$ cat config.mk
export PLATFORM = sky130hd
export DESIGN_NAME = temp_display
export DESIGN_NICKNAME = d
export VERILOG_FILES = /design/src/rtl/temp_display.sv
export SDC_FILE = /design/constraint.sdc
export NUM_CORES = 1
export LEC_CHECK = 0
export BUFFER_PORTS_ARGS = -buffer_cell sky130_fd_sc_hd__buf_2
export CORE_AREA = 4 4 92 94
export CTS_CLUSTER_DIAMETER = 120
export CTS_CLUSTER_SIZE = 30
export DETAILED_ROUTE_END_ITERATION = 16
export DIE_AREA = 0 0 96 98
export SETUP_SLACK_MARGIN = 0.05
export SLEW_MARGIN = 30
export SYNTH_ARGS = -nofsm -noshare
export SYNTH_HDL_FRONTEND = slang
export SYNTH_SLANG_ARGS = --single-unit
$ cat constraint.sdc
create_clock -name clk -period 4.7 [get_ports clk]
set_input_delay 0.705 -clock clk [delete_from_list [all_inputs] [get_ports clk]]
set_output_delay 0.705 -clock clk [all_outputs]
set_load 0.02 [all_outputs]
$ cat src/rtl/temp_display.sv
// Time-multiplexed 4-digit seven-segment driver for the thermostat entry digits.
// Shadow-captures the inputs once per frame, blinks the edited digit, blanks leading zeros.
module temp_display #(
  parameter int REFRESH_DIV = 50000,
  parameter int BLINK_DIV   = 12500000,
  parameter int GUARD       = 2
) (
  input  logic       clk,
  input  logic       rst,
  input  logic [3:0] ones,
  input  logic [3:0] tens,
  input  logic [3:0] huns,
  input  logic [1:0] input_state,
  input  logic       blank_lz,
  output logic [6:0] seg,
  output logic       dp,
  output logic [3:0] an,
  output logic       frame_tick
);

  typedef enum logic [1:0] {
    ST_ONES = 2'd0,
    ST_TENS = 2'd1,
    ST_HUNS = 2'd2,
    ST_DONE = 2'd3
  } entry_t;

  localparam int RW = (REFRESH_DIV > 1) ? $clog2(REFRESH_DIV) : 1;
  localparam int BW = (BLINK_DIV > 1) ? $clog2(BLINK_DIV) : 1;
  localparam logic [RW-1:0] REFRESH_LAST = RW'(REFRESH_DIV - 1);
  localparam logic [RW-1:0] GUARD_CNT    = RW'(GUARD);
  localparam logic [BW-1:0] BLINK_LAST   = BW'(BLINK_DIV - 1);

  localparam logic [6:0] SEG_BLANK = 7'h7F;
  localparam logic [6:0] SEG_C     = 7'b1000110;
  localparam logic [6:0] SEG_DASH  = 7'b0111111;

  logic [RW-1:0] r_refreshCnt;
  logic [1:0]    r_scanIdx;
  logic [BW-1:0] r_blinkCnt;
  logic          r_blinkPhase;
  logic [3:0]    r_shOnes;
  logic [3:0]    r_shTens;
  logic [3:0]    r_shHuns;
  entry_t        r_shState;
  logic [6:0]    r_seg;
  logic          r_dp;
  logic [3:0]    r_an;
  logic          r_frameTick;

  logic          w_refreshWrap;
  logic          w_frameWrap;
  logic          w_blinkWrap;
  logic          w_inGuard;
  logic          w_isDone;
  logic          w_blinkBlank;
  logic          w_lzBlank;
  logic [3:0]    w_digit;
  logic [6:0]    w_digitSeg;
  logic [6:0]    w_glyph;
  logic          w_dpN;

  function automatic logic [6:0] decodeDigit(input logic [3:0] value);
    logic [6:0] pattern;
    case (value)
      4'd0:    pattern = 7'b1000000;
      4'd1:    pattern = 7'b1111001;
      4'd2:    pattern = 7'b0100100;
      4'd3:    pattern = 7'b0110000;
      4'd4:    pattern = 7'b0011001;
      4'd5:    pattern = 7'b0010010;
      4'd6:    pattern = 7'b0000010;
      4'd7:    pattern = 7'b1111000;
      4'd8:    pattern = 7'b0000000;
      4'd9:    pattern = 7'b0010000;
      default: pattern = SEG_DASH;
    endcase
    return pattern;
  endfunction

  assign w_refreshWrap = (r_refreshCnt == REFRESH_LAST);
  assign w_frameWrap   = w_refreshWrap && (r_scanIdx == 2'd3);
  assign w_blinkWrap   = (r_blinkCnt == BLINK_LAST);
  assign w_inGuard     = (r_refreshCnt < GUARD_CNT);
  assign w_isDone      = (r_shState == ST_DONE);

  // Slot counter and scan position; one full frame is four slots.
  always_ff @(posedge clk or posedge rst) begin
    if (rst) begin
      r_refreshCnt <= '0;
      r_scanIdx    <= 2'd0;
    end else if (w_refreshWrap) begin
      r_refreshCnt <= '0;
      r_scanIdx    <= r_scanIdx + 2'd1;
    end else begin
      r_refreshCnt <= r_refreshCnt + RW'(1);
    end
  end

  // Inputs are sampled only at the frame boundary so a frame never mixes old and new digits.
  always_ff @(posedge clk or posedge rst) begin
    if (rst) begin
      r_shOnes    <= 4'd0;
      r_shTens    <= 4'd0;
      r_shHuns    <= 4'd0;
      r_shState   <= ST_ONES;
      r_frameTick <= 1'b0;
    end else begin
      r_frameTick <= w_frameWrap;
      if (w_frameWrap) begin
        r_shOnes  <= ones;
        r_shTens  <= tens;
        r_shHuns  <= huns;
        r_shState <= entry_t'(input_state);
      end
    end
  end

  always_ff @(posedge clk or posedge rst) begin
    if (rst) begin
      r_blinkCnt   <= '0;
      r_blinkPhase <= 1'b0;
    end else if (w_blinkWrap) begin
      r_blinkCnt   <= '0;
      r_blinkPhase <= ~r_blinkPhase;
    end else begin
      r_blinkCnt <= r_blinkCnt + BW'(1);
    end
  end

  always_comb begin
    w_digit = 4'd0;
    case (r_scanIdx)
      2'd0:    w_digit = r_shOnes;
      2'd1:    w_digit = r_shTens;
      2'd2:    w_digit = r_shHuns;
      default: w_digit = 4'd0;
    endcase
  end

  assign w_digitSeg   = decodeDigit(w_digit);
  assign w_blinkBlank = r_blinkPhase && !w_isDone && (r_scanIdx == 2'(r_shState));
  // The ones digit is never a leading zero, so "000" still shows a single 0.
  assign w_lzBlank    = blank_lz && w_isDone &&
                        (((r_scanIdx == 2'd2) && (r_shHuns == 4'd0)) ||
                         ((r_scanIdx == 2'd1) && (r_shHuns == 4'd0) && (r_shTens == 4'd0)));

  always_comb begin
    w_glyph = w_digitSeg;
    if (r_scanIdx == 2'd3) begin
      w_glyph = SEG_C;
    end else if (w_blinkBlank || w_lzBlank) begin
      w_glyph = SEG_BLANK;
    end
  end

  assign w_dpN = !((r_scanIdx == 2'd3) && w_isDone);

  // Anodes stay off for the first GUARD cycles of each slot so the previous glyph cannot ghost.
  always_ff @(posedge clk or posedge rst) begin
    if (rst) begin
      r_seg <= SEG_BLANK;
      r_dp  <= 1'b1;
      r_an  <= 4'hF;
    end else if (w_inGuard) begin
      r_seg <= SEG_BLANK;
      r_dp  <= 1'b1;
      r_an  <= 4'hF;
    end else begin
      r_seg <= w_glyph;
      r_dp  <= w_dpN;
      r_an  <= ~(4'b0001 << r_scanIdx);
    end
  end

  assign seg        = r_seg;
  assign dp         = r_dp;
  assign an         = r_an;
  assign frame_tick = r_frameTick;

endmodule

# After elaboration in Yosys (flattened, before gate mapping)
# Memories as Yosys holds them, arrays and structs flattened.
# Index checks and enable logic that the tools add are counted.
# word_totals
regBits	70
rom_bits	112
wordCells	51
mem_count	1
# mem_list
memory	words	width	rd	rd_clocked_by_memory_dff	wr	line	text
(no name shown)	16	7	1	0	0	65	case (value)
# classes
addsub	3
order_cmp	1
n_eq_ne	7
shift	1
n_mux	8
bitwise_logic	2
n_reduce_logical	16
# op_table
cell	count
adder 24 x 1 -> 24 bit (second input constant)	1
equality test 24 bit (second input constant)	1
2-to-1 mux 24 bit	1
2-to-1 mux 7 bit	3
adder 16 x 1 -> 16 bit (second input constant)	1
equality test 16 bit (second input constant)	1
less-than comparator 16 x 2 -> 1 bit (second input constant)	1
2-to-1 mux 16 bit	1
one-hot mux 4 bit (3 select lines)	1
logical AND 1 bit	9
zero test 4 bit	2
equality test 2 bit (second input constant)	3
2-to-1 mux 4 bit	1
NOT 4 bit	1
<< shifter 1 x 2 -> 4 bit (first input constant)	1
adder 2 x 1 -> 2 bit (second input constant)	1
equality test 2 x 1 -> 1 bit (second input constant)	1
equality test 2 bit	1
zero test 1 bit	2
zero test 2 bit	1
logical OR 1 bit	2
2-to-1 mux 1 bit	1
NOT 1 bit	1

# Logic depth before layout (Yosys ltp)
# logic_depth
depth_word	9
depth_mapped	9
ltp_nobuf	9

# Worst setup path after synthesis
# OpenSTA, ideal clock, no wires.
# synth_timing
kind	reg-to-reg
start	reg r_scanIdx[0]
end	reg r_seg[4] (netlist: seg[4])
arrival_time_ns	2.195
required_ns	4.623
slack_ns	2.428
path_stages_with_launch	7
path_cell_list	dfrtp_1 -> inv_1 -> ha_1 -> a222oi_1 -> mux2_2 -> a221o_1 -> a31oi_1
# synth_via
elab_chain_cells	9
# synth_rtl
item	line	text
start: declaration	39	logic [1:0] r_scanIdx;
start signal: assignment	94	r_scanIdx <= r_scanIdx + 2'd1;
parallel branches: the longest is 7 deep, another holds memory read (16 x 7 bit)	--	
2-to-1 mux 7 bit *	150	if (r_scanIdx == 2'd3) begin
2-to-1 mux 7 bit *	165	end else if (w_inGuard) begin
end signal: assignment	170	r_seg <= w_glyph;
end: declaration	46	logic [6:0] r_seg;
# Mark *: on every way between the ends.
# A chain may end at the register's enable or synchronous reset.

# Final worst setup path
# Ends and elaborated chain as after synthesis.

==> results list <==
- The run finished with clean final reports.
* Worst Path Arrival: 2850 ps
- Highest routed metal layer: met4
- Met2 Routed Length: 2970 um
* Required time worst endpoint: 4980 ps
- Clock transition at the registers of the reported paths: 80 ps
- Final weighted congestion in routability-driven placement: 0.831
* Die extent in x: 96 um
- Number of distinct library cells after synthesis: 44
- The number of antenna violations at the first check in global routing is 0.
* WS Path Type: flop to flop
- In this run the core area contains 32 standard-cell rows.
* Setup Total Neg Slack: 0 ps
* Setup Slack @ Placement: 2160 ps
- Terminating pin of the worst hold path: r_refreshCnt[0]
- The smallest clock period supported by the final layout is computed as 2570 ps.
- In this run the critical register-to-register path is launched from r_scanIdx[0].
- The number of hold buffers added after CTS was 0.
- Maximum number of pins on one net before global-route repair: 39
- Layout area overhead: 13.9%
- In the post-route analysis, the smallest setup slack over all paths is 2130 ps.
- Worst Hold Path Cells: 1
- Number of inserted diodes: 0
* Number of pins with negative max-slew slack in the final report: 0
* Fraction of final layout cells with drive strength greater than 1: 24.5%
- Net Count, Synth: 337
- Sink count of the clock tree: 70
- In this design, the stage delay of the slowest critical-path cell is 840 ps.
- Floorplan die height: 98 um
* Max VDD drop: 156 uV
- Setup violations remaining at the end of the flow were counted as 0.
- Worst setup SP type: flop
- The cell count after synthesis came out at 309.
- The routed layout has 2,412 vias.
- DR vias/cell: 5.37
- Drt pass-1 iters: 5
- Initial cell density of the core: 44.4%
- The number of hold violations in the final report was 0.
- The worst register-to-register path ends at seg[4].
- In this run the number of H-tree levels came out at 3.
- Setup slack of the most critical reg-to-reg path: 2130 ps
- P per Cell Area: 311 mW/mm^2
- Footprint of the flip-flops and latches: 0.00177 sq mm
- Full die area: 0.00941 sq mm
- Traced cell by cell, the critical path runs through inv_1 > ha_1 > a222oi_1 > mux2_2 > a221o_1 > a31oi_1.
- Cell family with the largest share of critical-path delay: compound AO/OA/AOI/OAI gates
* Synthesis Warnings: 0
* Met1 wire length: 3260 um
- Mean post-synth cell area: 11.0 sq um
- DRC violation count after routing: 0
- Number of global-route vias before repair: 2,238
* Highest achievable clock rate: 388 MHz
- Routed length per placed instance: 14.8 um
- The slowest stage of the critical path belongs to the cell sky130_fd_sc_hd__a222oi_1.
- IO Pins: 30
- The longest clock path from root to sink contains 2 buffers.
- Total track usage: 15.2%
- In the finished design, the share of the clock period the worst path needs comes to 54.8%.
- After detailed routing, the total wire length is 6620 um.
- Headroom to the max-slew limit came out at 38.6%.
- Of all nets on the critical path, the largest fanout is 8.
* Sequential fraction of the synthesis area: 52.0%
- Number of flip-flops and latches in the synthesized netlist: 70
* Net count, final: 370
- Largest clock skew in the final design: 8.74 ps
- Filler Cells Inserted: 667
* WL met3: 314 um
* Post-CTS Resized: 0
- The analysis attributes to cell leakage a power of 1.69 nW.
- The count of buffers added on input and output ports is 29.
* Clock tree root driver cell: sky130_fd_sc_hd__clkbuf_8
- Measured in cells, the most critical reg-to-reg path has a length of 6.
* Number of buffers added by the clock tree synthesis step: 9
- Post-CTS setup-driven buffer insertion count: 0
- Skew-Pair Late Insertion Delay: 350 ps
* Multi-input logic area: 0.00153 sq mm
- The worst setup path is captured at a flop.
- For the pin with the worst max-slew slack, the measured transition is 922 ps.
- In this run the most critical hold path is launched from r_refreshCnt[0].
- The worst hold path belongs to the class flop to flop.
- Count of routing violations after the opening detailed-route iteration: 94
* Maximum capacitance violations: 0
* First-pass GRT wire length: 11,100 um
- The detail route stage leaves a number of antenna-violating nets equal to 0.
- TritonCTS built the clock tree.
- In this run the cell area of the synthesized design comes to 0.00340 sq mm.
* Setup repair after global routing missed its margin: false
* Floorplan Core Area: 0.00765 sq mm
- Grt ovf: 0
- Buffering stage count on the worst path with inverters included: 1
- Placed wire-length estimate after detailed placement: 4750 um
-- worst register-to-register path, stage by stage, from the launching register on --
cell and delay, ps:
sky130_fd_sc_hd__dfrtp_1 420, sky130_fd_sc_hd__inv_1 110, sky130_fd_sc_hd__ha_1 270, sky130_fd_sc_hd__a222oi_1 840, sky130_fd_sc_hd__mux2_2 420, sky130_fd_sc_hd__a221o_1 300
sky130_fd_sc_hd__a31oi_1 160
-- flip-flops by register name, indices dropped and copies added, names as in the netlist --
signal / cells
r_shState: 2
an: 4
seg: 7
r_scanIdx: 2
r_shOnes: 4
r_refreshCnt: 16
dp: 1
r_shHuns: 4
frame_tick: 1
r_blinkCnt: 24
r_shTens: 4
r_blinkPhase: 1
-- how the worst max path moves through the flow --
stage / slack, ps / end / depth (start not counted) / start
after floorplan: 2250 / frame_tick / 1 / rst
after global placement: 2250 / seg[4] / 6 / r_scanIdx[0]
after detailed placement: 2160 / seg[4] / 6 / r_scanIdx[0]
after CTS: 2160 / seg[4] / 6 / r_scanIdx[0]
after global routing: 1990 / seg[4] / 6 / r_scanIdx[0]
final: 2130 / seg[4] / 6 / r_scanIdx[0]
-- through the flow --
step | cells | power, W | hold slack (ps) | utilization (%) | area [sq um]
floorplan | 309 | 0.000672 | 425 | - | 3400
global placement | 432 | 0.000693 | 447 | 47.7 | 3640
detailed placement | 433 | 0.000695 | 454 | 47.8 | 3660
CTS | 449 | 0.00122 | 464 | 50.6 | 3870
global route | 449 | 0.00126 | 480 | 50.6 | 3870
finish | 449 | 0.00120 | 466 | 50.6 | 3870
-- cells in the mapped netlist, drive strengths merged --
| cell type | n | area [sq um] |
|---|---|---|
| clkbuf | 6 | 22.5 |
| nor2 | 19 | 71.3 |
| or3 | 2 | 13.8 |
| inv | 14 | 52.6 |
| xnor2 | 13 | 114 |
| o31ai | 10 | 75.1 |
| nand4 | 9 | 62.6 |
| nor4b | 1 | 8.76 |
| o21ai | 4 | 20.0 |
| and4 | 4 | 35.0 |
| a222oi | 4 | 40.0 |
| nand4b | 4 | 35.0 |
| nand2 | 19 | 73.8 |
| nor3 | 8 | 40.0 |
| dfrtp | 58 | 1450 |
| nand3 | 17 | 85.1 |
| dfstp | 12 | 315 |
| a21oi | 9 | 48.8 |
| o21a | 1 | 7.51 |
| a221o | 1 | 10.0 |
| mux2 | 16 | 180 |
| nor4 | 10 | 62.6 |
| xor2 | 15 | 131 |
| or2 | 1 | 6.26 |
| nor2b | 3 | 18.8 |
| mux2i | 4 | 40.0 |
| a31oi | 5 | 31.3 |
| a211oi | 1 | 7.51 |
| buf | 5 | 23.8 |
| a21o | 1 | 7.51 |
| or4bb | 1 | 11.3 |
| and2 | 4 | 25.0 |
| and3 | 6 | 37.5 |
| or4 | 6 | 52.6 |
| a2bb2oi | 2 | 17.5 |
| nor3b | 2 | 15.0 |
| a21boi | 1 | 7.51 |
| ha | 11 | 138 |
-- kinds of logic after synthesis --
group	Yosys count	synth area share (%)
compound gates	39	8.03
xor+xnor	28	7.22
fa+ha+maj	11	4.05
buf+inv	25	2.91
flops	70	52.0
mux	20	6.48
simple gates	116	19.3
-- area by class of cell --
cell class                 count  share of cell area [%]
clock buffer                   9                    3.20
clock inverter                 7                    2.30
inverter                      14                    1.36
multi-input combinational    214                    39.6
sequential                    70                    45.7
tap                          102                    3.30
timing repair buffer          33                    4.62
-- per-layer routing --
layer / vias to the layer above / global-route usage, %
li1: 1187 / -
met1: 1173 / 22.3
met2: 46 / 21.5
met3: 6 / 4.70
met4: 0 / 4.27
met5: - / 0
-- layout by cell type, fill, tap and decap left out, types with 11 or more instances in the layout --
cell type	n
sky130_fd_sc_hd__dfrtp_1	58
sky130_fd_sc_hd__nand3_1	17
sky130_fd_sc_hd__nor2_1	19
sky130_fd_sc_hd__mux2_2	16
sky130_fd_sc_hd__xnor2_1	13
sky130_fd_sc_hd__ha_1	11
sky130_fd_sc_hd__inv_1	13
sky130_fd_sc_hd__dfstp_2	12
sky130_fd_sc_hd__xor2_1	15
sky130_fd_sc_hd__nand2_1	18
sky130_fd_sc_hd__buf_2	29
-- where the power goes --
group,switching (W),internal (W),total (W)
logic,0.0000340,0.0000244,0.0000584
clock network,0.000227,0.000296,0.000523
registers,0.00000667,0.000617,0.000624
Power figures use the tool's default switching activity.
